--- config.mk ---
export PLATFORM = sky130hd
export DESIGN_NAME = max7219_matrix_driver
export DESIGN_NICKNAME = d
export VERILOG_FILES = /design/src/rtl/max7219_matrix_driver.sv
export SDC_FILE = /design/constraint.sdc
export NUM_CORES = 1
export LEC_CHECK = 0
export ABC_AREA = 1
export CAP_MARGIN = 40
export CORE_ASPECT_RATIO = 1.2
export CORE_MARGIN = 3
export CORE_UTILIZATION = 40
export DETAILED_ROUTE_END_ITERATION = 7
export DONT_BUFFER_PORTS = 1
export PLACE_DENSITY = 0.58
export SETUP_SLACK_MARGIN = 0.2
export SYNTH_ARGS = -nofsm -noshare
export SYNTH_HDL_FRONTEND = slang
export SYNTH_SLANG_ARGS = --single-unit
--- constraint.sdc ---
create_clock -name clk -period 2.2 [get_ports clk]
set_clock_uncertainty 0.1 [all_clocks]
set_input_delay 0.11 -clock clk [delete_from_list [all_inputs] [get_ports clk]]
set_output_delay 0.11 -clock clk [all_outputs]
set_load 0.01 [all_outputs]
--- src/rtl/max7219_matrix_driver.sv ---
// Serial driver for a MAX7219-compatible 8x8 LED matrix: sends the init
// sequence after reset, then one 8-row frame per valid/ready handshake.
module max7219_matrix_driver #(
  parameter int unsigned CLK_DIV   = 2,
  parameter logic [3:0]  INTENSITY = 4'h8
) (
  input  logic        clk,
  input  logic        reset,
  input  logic [63:0] frame_data,
  input  logic        frame_valid,
  output logic        frame_ready,
  output logic        init_done,
  output logic        clk_out,
  output logic        data_out,
  output logic        load
);

  typedef enum logic [1:0] {
    INIT_SEND,
    IDLE,
    FRAME_SEND
  } state_t;

  localparam logic [7:0] TMAX       = 8'(CLK_DIV - 1);
  localparam logic [5:0] GAP_PHASE  = 6'd32;
  localparam logic [5:0] LAST_PHASE = 6'd33;

  state_t      state_q, state_d;
  logic [7:0]  timer_q, timer_d;
  logic [5:0]  phase_q, phase_d;
  logic [2:0]  word_q, word_d;
  logic [63:0] frame_q, frame_d;
  logic        init_done_q, init_done_d;
  logic        clk_out_q, clk_out_d;
  logic        data_out_q, data_out_d;
  logic        load_q, load_d;

  logic [15:0] cur_word;
  logic [3:0]  bit_idx;
  logic        phase_end;
  logic        last_word;

  always_comb begin
    cur_word = '0;
    if (state_q == INIT_SEND) begin
      case (word_q)
        3'd0:    cur_word = 16'h0C01;
        3'd1:    cur_word = 16'h0B07;
        3'd2:    cur_word = 16'h0900;
        3'd3:    cur_word = {12'h0A0, INTENSITY};
        default: cur_word = 16'h0F00;
      endcase
    end else begin
      cur_word = {4'h0, {1'b0, word_q} + 4'd1, frame_q[{word_q, 3'b000} +: 8]};
    end
  end

  assign bit_idx   = 4'd15 - phase_q[4:1];
  assign phase_end = (timer_q == TMAX);
  assign last_word = (state_q == INIT_SEND) ? (word_q == 3'd4) : (word_q == 3'd7);

  always_comb begin
    state_d     = state_q;
    timer_d     = timer_q;
    phase_d     = phase_q;
    word_d      = word_q;
    frame_d     = frame_q;
    init_done_d = init_done_q;
    case (state_q)
      IDLE: begin
        if (frame_valid) begin
          frame_d = frame_data;
          state_d = FRAME_SEND;
          timer_d = '0;
          phase_d = '0;
          word_d  = '0;
        end
      end
      default: begin
        if (phase_end) begin
          timer_d = '0;
          if (phase_q == LAST_PHASE) begin
            phase_d = '0;
            if (last_word) begin
              word_d  = '0;
              state_d = IDLE;
              if (state_q == INIT_SEND) init_done_d = 1'b1;
            end else begin
              word_d = word_q + 3'd1;
            end
          end else begin
            phase_d = phase_q + 6'd1;
          end
        end else begin
          timer_d = timer_q + 8'd1;
        end
      end
    endcase
  end

  // Serial pins are a registered decode of the phase counters, so they trail
  // the counters by one cycle; every phase still lasts exactly CLK_DIV cycles.
  always_comb begin
    clk_out_d  = 1'b0;
    data_out_d = 1'b0;
    load_d     = 1'b1;
    if (state_q != IDLE) begin
      if (phase_q < GAP_PHASE) begin
        clk_out_d  = phase_q[0];
        data_out_d = cur_word[bit_idx];
        load_d     = 1'b0;
      end else if (phase_q == GAP_PHASE) begin
        load_d = 1'b0;
      end
    end
  end

  always_ff @(posedge clk) begin
    if (reset) begin
      state_q     <= INIT_SEND;
      timer_q     <= '0;
      phase_q     <= '0;
      word_q      <= '0;
      frame_q     <= '0;
      init_done_q <= 1'b0;
      clk_out_q   <= 1'b0;
      data_out_q  <= 1'b0;
      load_q      <= 1'b1;
    end else begin
      state_q     <= state_d;
      timer_q     <= timer_d;
      phase_q     <= phase_d;
      word_q      <= word_d;
      frame_q     <= frame_d;
      init_done_q <= init_done_d;
      clk_out_q   <= clk_out_d;
      data_out_q  <= data_out_d;
      load_q      <= load_d;
    end
  end

  assign frame_ready = (state_q == IDLE);
  assign init_done   = init_done_q;
  assign clk_out     = clk_out_q;
  assign data_out    = data_out_q;
  assign load        = load_q;

endmodule
==> impl_metrics.ini <==
[status]
status = finished, final reports clean

[clocking]
cts_tree = done
cts_max_path_buffers = 2
path_clk_slew_ps = 60
numClockSinks = 87
root_buffer = clkbuf_16
cts_made_buffers = 9
h-tree-depth = 3
insertion_delay_ps = 340

[routing]
top_layer_used = met4
drc = 0
wl_per_cell_um = 14.43
met2_wirelength_um = 5437
drtAntennaViolNets = 0
wl_met1_um = 5152
wl_met3_um = 550
dr.first_iter.drc_count = 244
vias = 4086
first_pass_iters = 5
wirelength_um = 11360
vias_per_cell = 5.192

[final_layout]
register_area_um2 = 1742
diodes = 0
multi_input_area_um2 = 2162
area_growth_syn_to_layout_pct = 23.71
nets = 730
final_cells = 787
drive_gt1_share_pct = 8.359
fillers = 1088

[synth]
yosys-top-cells-area = dfxtp_1, nand3_1, nand2_1
synth_compound_gate_area_share_pct = 16.94
synth_top_family_by_area = simple AND/OR/NAND/NOR gates
synthAdderAreaFrac_pct = 2.589
synthDominantCellAreaShare_pct = 40.05
synth_edf_count = 0
yosys.cell_types.count = 36
yosys-mux-area-fraction_pct = 0
synth_common_cells = nand2_1, nand3_1, dfxtp_1
ys.flop_type = dfxtp_1
synth_xor_area_share_pct = 0.6041
async_flop_share_pct = 0
syn_area_per_cell_um2 = 7.177
synthCells = 606
yosys_register_bits = 87
yosysSeqAreaShare_pct = 40.05
ys_warn_count = 0
synth_top_cell_by_area = dfxtp_1
synth-simple-area-share_pct = 29.52
netlist_area_um2 = 4349
yosysMostFrequentCell = nand2_1
synth.net_count = 682

[pwr]
switching_share_pct = 21.41
p_seq_share_pct = 46.3
p_comb_share_pct = 7.3
p_per_area_nw_per_um2 = 646.6
power_uw = 3479
clkPwrFrac_pct = 46.4
leakage_uw = 0.001983
cellInternalPower_uw = 2734
switchingPower_uw = 744.9
peakVddDrop_uv = 425.0

[setup_path]
start_kind = flip-flop
critPathArrivalTime_ps = 1980
crit_type = reg -> reg
critPathMaxFanout = 16
end_kind = flip-flop
cp.required_ps = 2370
r2r_cells = 11

[grt]
antenna_found_initial = 0
track_usage_pct = 19.64
grt_pass1_vias = 3931
grt_pass1_wl_um = 19000
overflow = 0
grt_max_degree = 70

[sta]
slew_violations = 0
fmax_ghz = 0.5533
finalSetupViolations = 0
rsz0062_at_grt = false
fin_crit_sh_pct = 82.15
hold_viol = 0
relSlewSlack_pct = 49.79
tightest_slew_ps = 752.3
setup_slack_ps = 392.8
tns_ps = 0
period_minus_slack_ps = 1807

[placement]
dp_hpwl_um = 7714
portBuffers = 0
routabilityCongestion = 0.8115
dp_cells = 705
dp_slack_ps = 345.2

[floorplan]
initial_core_util_pct = 41.16
io_pins = 72
coreArea_um2 = 10570
dieArea_um2 = 12170
rows = 41
dieWidth_um = 101.2
fp.dieH_um = 120.2

[hold_path]
holdPathStages = 3
min_path_type = in -> reg

[run]
maxCapViolations = 0
## worst max-delay path: stages (launching register included)
cell and delay, ps:
dfxtp_1 420, buf_4 250, ha_1 170, ha_1 130
inv_1 60, a21boi_0 150, nand2_1 70, inv_1 50
nor2_1 30, a21oi_1 130, nand2_1 60, a21oi_1 120
## flip-flops by register name (all words and copies together), names as in the netlist
register	cells
timer_q	8
data_out	1
clk_out	1
state_q	2
load	1
word_q	3
frame_q	64
init_done	1
phase_q	6
## path summary, 6_finish.rpt
kind | start | endpoint | slack (ps)
max | word_q[0]$_SDFFE_PP0P_ | data_out$_SDFF_PP0_ | 390
min | frame_valid | frame_q[8]$_SDFFE_PP0P_ | 30
max reg2reg | word_q[0]$_SDFFE_PP0P_ | data_out$_SDFF_PP0_ | 390
min reg2reg | frame_q[62]$_SDFFE_PP0P_ | frame_q[62]$_SDFFE_PP0P_ | 360
## power by group through the flow
stage	sequential, µW	combinational [µW]	clock, µW
after global placement	1650	123	0
after CTS	1610	254	1660
after floorplan	1640	132	0
final	1610	254	1610
after global routing	1610	283	1710
after detailed placement	1650	125	0
## stage by stage
| stage | instance area [µm²] | hold slack (ps) | util (%) |
|---|---|---|---|
| final | 5380 | 26.32 | 50.91 |
| after global routing | 5380 | 39.54 | 50.91 |
| after CTS | 5380 | 19.76 | 50.91 |
| after detailed placement | 4377 | 86.60 | 41.42 |
| after global placement | 4377 | 86.46 | 41.42 |
| after floorplan | 4349 | 174.4 | - |
## layout by cell type (no fill, tap or decap), types with 2 or more instances in the layout
cell | Yosys | routed
nand2_1 | 131 | 130
nand3_1 | 100 | 100
dfxtp_1 | 87 | 87
a21oi_1 | 83 | 83
dlygate4sd3_1 | 0 | 65
inv_1 | 46 | 46
o21ai_0 | 32 | 31
nor2_1 | 20 | 20
buf_4 | 7 | 10
o211ai_1 | 9 | 9
ha_1 | 9 | 9
clkbuf_16 | 0 | 9
nor2_4 | 6 | 6
inv_2 | 5 | 5
inv_4 | 4 | 4
nor3_1 | 4 | 4
nand4_1 | 3 | 3
nand2_2 | 2 | 3
o21ai_1 | 2 | 3
xor2_1 | 3 | 3
buf_12 | 0 | 3
nor2_8 | 2 | 2
nor2_2 | 2 | 2
nand2_4 | 2 | 2
o22ai_1 | 2 | 2
bufinv_16 | 0 | 2
clkinv_2 | 0 | 2
## layout make-up
type	instances	share of cell area, %
Clock buffer	11	4.512
Clock inverter	4	1.302
Inverter	55	4.023
Multi-Input combinational cell	423	40.19
Sequential cell	87	32.37
Tap cell	129	3.000
Timing Repair Buffer	78	14.60
## metal layers
metal  vias up  track usage [%]
li1       2121                -
met3        14            2.712
met1      1861            25.98
met2        90            32.24
met5         -                0
met4         0            7.481
## timing repair
| item | 4_1_cts | 5_1_grt |
|---|---|---|
| endpoints found under the hold margin | 79 | 0 |
| setup endpoints to repair | 0 | 1 |
| hold buffers | 67 | 0 |
| setup buffers | 0 | 0 |
| gates resized for setup | 0 | 1 |
## logic make-up after synthesis
group           after synthesis
flops                        87
xor+xnor                      3
compound gates              136
fa+ha+maj                     9
simple gates                275
buf+inv                      96
Power figures use the tool's default switching activity.
